<file path="config.mk">
export PLATFORM = sky130hd
export DESIGN_NAME = board_ctl
export DESIGN_NICKNAME = d
export VERILOG_FILES = /design/src/rtl/board_ctl.sv
export SDC_FILE = /design/constraint.sdc
export NUM_CORES = 1
export LEC_CHECK = 0
export CORE_AREA = 10 10 89 91
export CTS_BUF_LIST = sky130_fd_sc_hd__clkbuf_16
export DETAILED_ROUTE_END_ITERATION = 12
export DIE_AREA = 0 0 99 101
export GPL_ROUTABILITY_DRIVEN = 0
export PLACE_DENSITY = 0.87
export SETUP_SLACK_MARGIN = 0.2
export SLEW_MARGIN = 25
export SYNTH_ARGS = -nofsm -noshare
export SYNTH_HDL_FRONTEND = slang
export SYNTH_SLANG_ARGS = --single-unit
</file>
<file path="constraint.sdc">
create_clock -name pclk -period 4.6 [get_ports pclk]
set_input_delay 0.92 -clock pclk [delete_from_list [all_inputs] [get_ports pclk]]
set_output_delay 0.92 -clock pclk [all_outputs]
set_load 0.1 [all_outputs]
</file>
<file path="src/rtl/board_ctl.sv">
// GRID x GRID tic-tac-toe board controller.
// Hit-tests clicks, enforces turn order, sends local moves and checks remote moves.
module board_ctl #(
   parameter int GRID   = 3,
   parameter int CELL_W = 339,
   parameter int CELL_H = 252,
   parameter int GAP    = 6,
   parameter int X0     = 0,
   parameter int Y0     = 0,
   localparam int N     = GRID * GRID,
   localparam int CW    = $clog2(N + 1)
) (
   input  logic          pclk,
   input  logic          rst,
   input  logic          game_en,
   input  logic          playerID,
   input  logic          mouse_left,
   input  logic [11:0]   xpos,
   input  logic [11:0]   ypos,
   input  logic          rx_valid,
   input  logic [7:0]    rx_data,
   input  logic          tx_ready,
   output logic          tx_valid,
   output logic [7:0]    tx_data,
   output logic [N-1:0]  occupied,
   output logic [N-1:0]  owner,
   output logic [CW-1:0] move_cnt,
   output logic          my_turn,
   output logic          board_full,
   output logic          rx_err
);

   localparam int IW = (N > 1) ? $clog2(N) : 1;

   typedef enum logic [2:0] {
      IDLE, LOCAL, TX_WAIT, REMOTE, DONE
   } state_t;

   state_t        state;
   logic          en_q;
   logic          en_rise;
   logic          mouse_q;
   logic          click_q;
   logic [IW-1:0] idx_q;
   logic [7:0]    pos_q;

   logic          hit_x, hit_y;
   logic [3:0]    col_c, row_c;
   logic [3:0]    rx_row, rx_col;
   logic [IW-1:0] rx_idx;
   logic          rx_ok;

   assign en_rise    = game_en & ~en_q;
   assign board_full = (move_cnt == CW'(N));
   assign my_turn    = (state == LOCAL);
   assign rx_row     = rx_data[7:4];
   assign rx_col     = rx_data[3:0];
   assign rx_idx     = IW'(int'(rx_row) * GRID + int'(rx_col));

   // Pixel hit test; gaps and out-of-grid positions leave hit low.
   always_comb begin
      hit_x = 1'b0;
      hit_y = 1'b0;
      col_c = '0;
      row_c = '0;
      for (int c = 0; c < GRID; c++) begin
         if (int'(xpos) >= X0 + c * (CELL_W + GAP) &&
             int'(xpos) <= X0 + c * (CELL_W + GAP) + CELL_W - 1) begin
            hit_x = 1'b1;
            col_c = 4'(c);
         end
         if (int'(ypos) >= Y0 + c * (CELL_H + GAP) &&
             int'(ypos) <= Y0 + c * (CELL_H + GAP) + CELL_H - 1) begin
            hit_y = 1'b1;
            row_c = 4'(c);
         end
      end
   end

   always_comb begin
      rx_ok = 1'b0;
      if (int'(rx_row) < GRID && int'(rx_col) < GRID) begin
         rx_ok = ~occupied[rx_idx];
      end
   end

   // Click edge detect plus registered hit result.
   always_ff @(posedge pclk) begin
      if (rst) begin
         mouse_q <= 1'b0;
         click_q <= 1'b0;
         idx_q   <= '0;
         pos_q   <= '0;
      end else begin
         mouse_q <= mouse_left;
         click_q <= mouse_left & ~mouse_q & hit_x & hit_y;
         idx_q   <= IW'(int'(row_c) * GRID + int'(col_c));
         pos_q   <= {row_c, col_c};
      end
   end

   always_ff @(posedge pclk) begin
      if (rst) begin
         state    <= IDLE;
         en_q     <= 1'b0;
         occupied <= '0;
         owner    <= '0;
         move_cnt <= '0;
         tx_data  <= '0;
         tx_valid <= 1'b0;
         rx_err   <= 1'b0;
      end else begin
         en_q   <= game_en;
         rx_err <= 1'b0;
         if (!game_en) begin
            state    <= IDLE;
            tx_valid <= 1'b0;
         end else begin
            unique case (state)
               IDLE, DONE: begin
                  if (state == DONE && rx_valid)
                     rx_err <= 1'b1;
                  if (en_rise) begin
                     occupied <= '0;
                     owner    <= '0;
                     move_cnt <= '0;
                     state    <= playerID ? REMOTE : LOCAL;
                  end
               end
               LOCAL: begin
                  if (rx_valid)
                     rx_err <= 1'b1;
                  if (click_q && !occupied[idx_q]) begin
                     occupied[idx_q] <= 1'b1;
                     owner[idx_q]    <= playerID;
                     move_cnt        <= move_cnt + CW'(1);
                     tx_data         <= pos_q;
                     tx_valid        <= 1'b1;
                     state           <= TX_WAIT;
                  end
               end
               TX_WAIT: begin
                  if (rx_valid)
                     rx_err <= 1'b1;
                  if (tx_ready) begin
                     tx_valid <= 1'b0;
                     state    <= board_full ? DONE : REMOTE;
                  end
               end
               REMOTE: begin
                  if (rx_valid) begin
                     if (rx_ok) begin
                        occupied[rx_idx] <= 1'b1;
                        owner[rx_idx]    <= ~playerID;
                        move_cnt         <= move_cnt + CW'(1);
                        state <= (move_cnt == CW'(N - 1)) ? DONE : LOCAL;
                     end else begin
                        rx_err <= 1'b1;
                     end
                  end
               end
               default: state <= IDLE;
            endcase
         end
      end
   end

endmodule
</file>
==> summary.txt, run 1 <==
Critical path
  • Crit Path Max Fanout: 15
  • Worst setup SP type: primary input
  • Critical path class: primary input to register
  • Data required time at the worst endpoint: about 4.8 ns
  • Worst path top cell family by delay: adder cells
  • Reg2reg setup slack: between 2 and 2.5 ns
  • Critical-path cell list: clkdlybuf4s50_1, fa_1, ha_1, inv_1, fa_1, nor2b_2, nor2b_1, a31oi_2, a32o_2, nand2_4, mux2_2
  • Worst Path Buf+Inv: 2
  • Slowest stage delay, CP: about 0.57 ns
  • WP data arrival: 4.26 ns
  • Most common cell on crit path: fa_1
  • Crit-path slowest cell: fa_1
  • CP endpoint kind: register

Finish
  • P&R area growth vs syn: 28.2%
  • Antenna fix cells: 0
  • Most common cell after layout, fill and taps aside: clkdlybuf4s50_1
  • FILL cells: approximately 530
  • Sequential cell area: between 800 and 900 µm²
  • Share of layout cells above drive strength 1: roughly a tenth
  • Most frequent cells in the layout: 67 x clkdlybuf4s50_1, 42 x dfxtp_1, 36 x nor2_1, 30 x nand2_1, 23 x o21ai_0
  • Layout Utilization: 62.4%
  • Multi-input combinational cell area: between 0.0015 and 0.002 mm²
  • # nets final: between 400 and 500

Flow run
  • Max Cap Viol: 0

Floorplanning
  • Cell row count: 29
  • I/O pin count: 73
  • Die Ht: slightly above 100 µm
  • Area of the die: about 0.01 mm²
  • Initial Utilization: ~49%
  • Core Area: approximately 0.0062 mm²
  • Die Wd: about 99 µm

Pwr
  • P_leak: 0.00150 µW
  • Maximum vdd drop: around 160 µV
  • Pwr Density: ~270 mW/mm²

Clock tree
  • CTS tree: built
  • TritonCTS Sinks: 42
  • H-tree level count: 2
  • CTS root buf: clkbuf_16
  • Reg clk slew, reported paths: ~0.06 ns
  • Post-CTS setup buffers: 0
  • Post-CTS resize count: 0
  • Num CTS Buffers: 5
  • CTS Buffer Depth: 2
  • Clock latency on the worst-skew pair: roughly 0.28 ns
  • Post-CTS Hold Buffers: 0

Yosys
  • Mapped cell area: approximately 0.0030 mm²
  • Post-Synthesis Cells: 360
  • Warnings, synthesis: 0
  • Register area share after synthesis: around 28%
  • Register bit total from synthesis: 42
  • Async SR Flop Fraction: 0%
  • Top FF cell, synth: dfxtp_1
  • Yosys cell types: 68
  • Number of synthesized flops with an enable pin: 0
  • Syn_area_per_cell: approximately 8.4 µm²

Global routing
  • Initial antenna violation count: 0
  • Largest net degree at the start of global routing: 36
  • Global route overflow: 0
  • Global Route Usage Sum: between 10% and 20%
  • First-pass GRT wire length: around 14 mm
  • Vias in the first global route: 2889

Placed design
  • Port bufs: 67
  • DPL Wire Length: 6.41 mm

STA
  • Post-route setup TNS: 0 ns
  • Final critical-path required period: around 4.1 ns
  • Hold Vio Cnt, Final: 0
  • Worst Skew: around 0.0054 ns
  • Fin crit share: 88.9%
  • Slew @ Worst Pin: about 1.0 ns
  • Slew HR: roughly a third
  • F_max: approximately 240 MHz
  • Final Max Tran Viols: 0
  • Final Setup Violations: 0
  • RSZ-0062 raised after global routing: false

Detailed routing
  • Iter 0 DRT Violations: between 200 and 250
  • WL/cell: 16.5 µm
  • Via-to-Cell Ratio: around 6
  • First drt pass iteration count: 7
  • DRC: 0
  • DR vias: between 2k and 3k
  • Routed WL: roughly 8.2 mm
  • DRT antenna net count: 0

Worst hold path
  • Hold Path Class: register to register

Status
  • Status: completed
[cells by family (layout without fill, tap and decap cells)]
group,after synthesis,in the layout,synth area share [%]
flops,42,42,27.9
mux,34,34,11.8
fa+ha+maj,15,15,7.21
simple gates,133,133,22.8
other cells,1,4,0.124
compound gates,92,92,22.0
buf+inv,39,97,6.34
xor+xnor,4,4,1.91
[synthesized netlist by cell type (2+ instances only)]
master	n	area, µm²
o31ai_1	9	67.6
o21ai_0	23	115
nor3_1	7	35.0
mux2_2	11	124
nor3b_1	3	22.5
mux2i_1	22	220
a221oi_1	3	26.3
nor2b_1	13	81.3
a2bb2oi_1	2	17.5
xor2_2	2	32.5
a21o_1	2	15.0
and3_1	2	12.5
a31oi_1	6	37.5
nand3b_1	2	15.0
nand2_1	30	113
clkbuf_1	8	30.0
buf_4	6	45.0
o311ai_0	5	43.8
nand4b_1	3	26.3
nor2_1	36	135
or2_2	3	18.8
nand3_1	14	70.1
fa_1	4	80.1
a22oi_1	3	22.5
a31o_1	4	35.0
a2111oi_0	4	35.0
ha_1	11	138
o211ai_1	4	30.0
inv_1	18	67.6
and2_1	4	25.0
nand4_1	4	25.0
a21oi_1	12	60.1
dfxtp_1	42	841
or3b_1	2	17.5
buf_2	3	15.0
[stage by stage]
step	total power (µW)	cells	hold WS [ns]	worst slack [ns]	cell area (µm²)
6_report	1050	498	0.471	0.510	3870
5_1_grt	1100	498	0.496	0.317	3870
4_1_cts	1060	498	0.482	0.453	3870
3_5_place_dp	658	490	0.467	0.192	3700
3_3_place_gp	654	490	0.447	0.219	3700
2_1_floorplan	585	363	0.437	0.916	3030
[metal layers]
layer | vias up | global-route usage, % | wire, µm
met5 | - | 0 | 0
met4 | 0 | 6.95 | 127
met3 | 12 | 4.94 | 657
met2 | 127 | 28.2 | 4120
met1 | 1388 | 17.8 | 3330
li1 | 1436 | - | -
[state kept, by name, summed over array words and instances (netlist names)]
name,count
owner,9
occupied,9
state,3
rx_err,1
idx_q,4
tx_valid,1
click_q,1
en_q,1
move_cnt,4
pos_q,4
mouse_q,1
tx_data,4
[where the power goes]
group / leakage (µW) / internal (µW) / switching [µW]
Combinational: 0.00107 / 106 / 170
Sequential: 0.000340 / 371 / 9.66
Clock: 0.0000842 / 257 / 139
Total: 0.00150 / 733 / 319
[path summary, 6_finish.rpt]
check                      startpoint                 endpoint  cells after the start
hold reg to reg   pos_q[4]$_SDFF_PP0_  tx_data[4]$_SDFFE_PP0P_                      2
setup reg to reg  idx_q[1]$_SDFF_PP0_    owner[1]$_SDFFE_PP0P_                      6
hold / removal    pos_q[4]$_SDFF_PP0_  tx_data[4]$_SDFFE_PP0P_                      2
setup / recovery           rx_data[5]    owner[7]$_SDFFE_PP0P_                     11
[worst register-to-register path, cell delays in order (launching register included)]
cell and delay (ns):
dfxtp_1 0.59, mux2i_1 0.32, o21ai_0 0.14, nor3_2 0.46
a21oi_2 0.21, a2111oi_0 0.53, a31o_1 0.18
[area by class of cell]
cell class | instances | area share [%]
repair buffers | 70 | 17.9
clock buffers | 5 | 3.23
flip-flops and latches | 42 | 21.7
well taps | 77 | 2.49
clock inverters | 3 | 1.13
inverters | 19 | 1.84
multi-input cells | 282 | 51.7
Note: power is estimated with default switching activity, not from simulation.
==> run 2: changes to the inputs <==
CELL_PAD_IN_SITES_DETAIL_PLACEMENT = 0   (was unset)
CELL_PAD_IN_SITES_GLOBAL_PLACEMENT = 2   (was unset)
CORE_AREA = 10 10 114 116   (was 10 10 89 91)
DIE_AREA = 0 0 124 126   (was 0 0 99 101)
PLACE_DENSITY = 0.86   (was 0.87)
SETUP_SLACK_MARGIN = unset   (was 0.2)
==> summary.txt, run 2 (synthesized netlist as in run 1, its figures left out) <==
Status
  • Status: completed

STA
  • Worst hold slack: 0.463 ns (-0.00750 ns)
  • Slew @ Worst Pin: 1.01 ns (-0.0135 ns)
  • Fin crit share: 88.3% (-0.64 points)
  • Final Max Tran Viols: 0 (unchanged)
  • Slew HR: 32.3% (+0.90 points)
  • Final critical-path required period: 4.06 ns (-0.0293 ns)
  • Hold Vio Cnt, Final: 0 (unchanged)
  • Final Setup Violations: 0 (unchanged)
  • RSZ-0062 raised after global routing: false
  • Worst Skew: 0.00439 ns (-0.00103 ns)
  • F_max: 246 MHz (+0.72%)
  • Post-route setup TNS: 0 ns (unchanged)
  • Setup WS post-layout: 0.539 ns (+0.0293 ns)

Critical path
  • CP Launch Point: rx_data[5]
  • Crit Path Max Fanout: 11 (-4)
  • Data required time at the worst endpoint: 4.79 ns (+0.02 ns)
  • Reg2reg setup slack: 2.25 ns (+0.13 ns)
  • CP Capture Point: occupied[7]$_SDFFE_PP0P_
  • WP data arrival: 4.25 ns (about the same)
  • RR Startpoint: state[1]$_SDFFE_PP0P_
  • Critical path class: primary input to register
  • Worst setup SP type: primary input
  • R2R cell count: 8 (+2)
  • CP endpoint kind: register
  • Critical R2R Capture: occupied[7]$_SDFFE_PP0P_

Clock tree
  • Num CTS Buffers: 5 (unchanged)
  • H-tree level count: 2 (unchanged)
  • Clock latency on the worst-skew pair: 0.28 ns (about the same)
  • CTS root buf: clkbuf_16
  • CTS Buffer Depth: 2 (unchanged)
  • CTS tree: built
  • Post-CTS resize count: 0 (unchanged)
  • Post-CTS setup buffers: 0 (unchanged)
  • TritonCTS Sinks: 42 (unchanged)
  • Post-CTS Hold Buffers: 0 (unchanged)
  • Reg clk slew, reported paths: 0.06 ns (about the same)

Detailed routing
  • Routed WL: 9.13 mm (+11%)
  • Via-to-Cell Ratio: 5.04 (-15%)
  • First drt pass iteration count: 4 (-3)
  • Iter 0 DRT Violations: 93 (-59%)
  • DRC: 0 (unchanged)
  • DR vias: 2843 (-4.0%)
  • DRT antenna net count: 0 (unchanged)
  • WL/cell: 16.2 µm (-2.1%)

Floorplanning
  • I/O pin count: 73 (unchanged)
  • Cell row count: 38 (+31%)
  • Die Ht: 126 µm (+25%)
  • Core Area: 0.0107 mm² (+72%)
  • Initial Utilization: 28.2% (-20 points)
  • Die Wd: 124 µm (+25%)
  • Area of the die: 0.0156 mm² (+56%)

Worst hold path
  • Hold Path Class: register to register

Pwr
  • Maximum vdd drop: 145 µV (-9.8%)
  • Pwr Density: 267 mW/mm² (-1.6%)
  • Pwr Total: 1060 µW (+0.71%)
  • P_leak: 0.00151 µW (+1.0%)

Global routing
  • Global Route Usage Sum: 11.5% (-4.7 points)
  • First-pass GRT wire length: 14.8 mm (+7.8%)
  • Largest net degree at the start of global routing: 36 (unchanged)
  • Initial antenna violation count: 0 (unchanged)
  • Global route overflow: 0 (unchanged)
  • Vias in the first global route: 2825 (-2.2%)

Flow run
  • Max Cap Viol: 0 (unchanged)

Finish
  • # nets final: 477 (+0.63%)
  • Largest regs: occupied x9, owner x9
  • Share of layout cells above drive strength 1: 9.67% (-0.069 points)
  • Most common cell after layout, fill and taps aside: clkdlybuf4s50_1
  • FILL cells: 1124 (+110%)
  • P&R area growth vs syn: 31.3%
  • Most frequent cells in the layout: 67 x clkdlybuf4s50_1, 42 x dfxtp_1, 36 x nor2_1, 30 x nand2_1, 23 x o21ai_0
  • Antenna fix cells: 0 (unchanged)

Placed design
  • Dpl ws: 0.261 ns (+0.0690 ns)
  • Port bufs: 67 (unchanged)
  • DPL Wire Length: 7.17 mm (+12%)
==> run 2: cell count changes in the layout (fill, tap and decap cells not counted) <==
cell and delta:
nor2b_1 +1, nor2b_2 -1, inv_6 -1, clkinv_2 -1, inv_1 +2, buf_4 +3
==> run 2: area by class of cell <==
| cell class | count | area [µm²] | share of cell area (%) |
|---|---|---|---|
| Timing Repair Buffer | 73 | 716 | 18.1 |
| Tap cell | 140 | 175 | 4.42 |
| Clock inverter | 3 | 37.5 | 0.947 |
| Inverter | 19 | 71.3 | 1.80 |
| Clock buffer | 5 | 125 | 3.16 |
| Multi-Input combinational cell | 282 | 2000 | 50.4 |
| Sequential cell | 42 | 841 | 21.2 |
==> run 2: worst max-delay path: stages <==
cell	delay, ns
clkdlybuf4s50_1	0.57
fa_1	0.45
ha_1	0.21
inv_1	0.06
fa_1	0.49
nor2b_1	0.19
nor2b_1	0.15
a31oi_2	0.31
a32o_2	0.34
nand2_4	0.15
buf_4	0.19
o31ai_1	0.23
==> run 2: worst min-delay path by stage <==
stage	start	end	slack, ns	cells past startpoint
after floorplan	pos_q[0]$_SDFF_PP0_	tx_data[0]$_SDFFE_PP0P_	0.44	2
after detailed placement	pos_q[5]$_SDFF_PP0_	tx_data[5]$_SDFFE_PP0P_	0.46	2
after global routing	pos_q[4]$_SDFF_PP0_	tx_data[4]$_SDFFE_PP0P_	0.49	2
after CTS	pos_q[5]$_SDFF_PP0_	tx_data[5]$_SDFFE_PP0P_	0.47	2
final	pos_q[4]$_SDFF_PP0_	tx_data[4]$_SDFFE_PP0P_	0.46	2
after global placement	pos_q[5]$_SDFF_PP0_	tx_data[5]$_SDFFE_PP0P_	0.45	2
==> run 2: per-stage QoR <==
| stage | std cells | instance area (µm²) | util [%] |
|---|---|---|---|
| after floorplan | 363 | 3030 | - |
| after global placement | 556 | 3800 | 35.5 |
| after detailed placement | 556 | 3800 | 35.5 |
| after CTS | 564 | 3960 | 37.0 |
| after global routing | 564 | 3960 | 37.0 |
| final | 564 | 3960 | 37.0 |
==> run 2: layer usage <==
layer  GRT usage [%]  wire length [µm]  up-vias
met4            2.64                78        0
li1                -                 -     1440
met5               0                 0        -
met3            4.07               780        4
met1            14.4              4130     1326
met2            18.4              4150       73
==> run 2: report_power, final <==
part           leakage [µW]  switching (µW)  internal [µW]  total (µW)
registers          0.000340            10.1            370         381
clock network     0.0000864             140            252         393
logic               0.00109             175            111         286
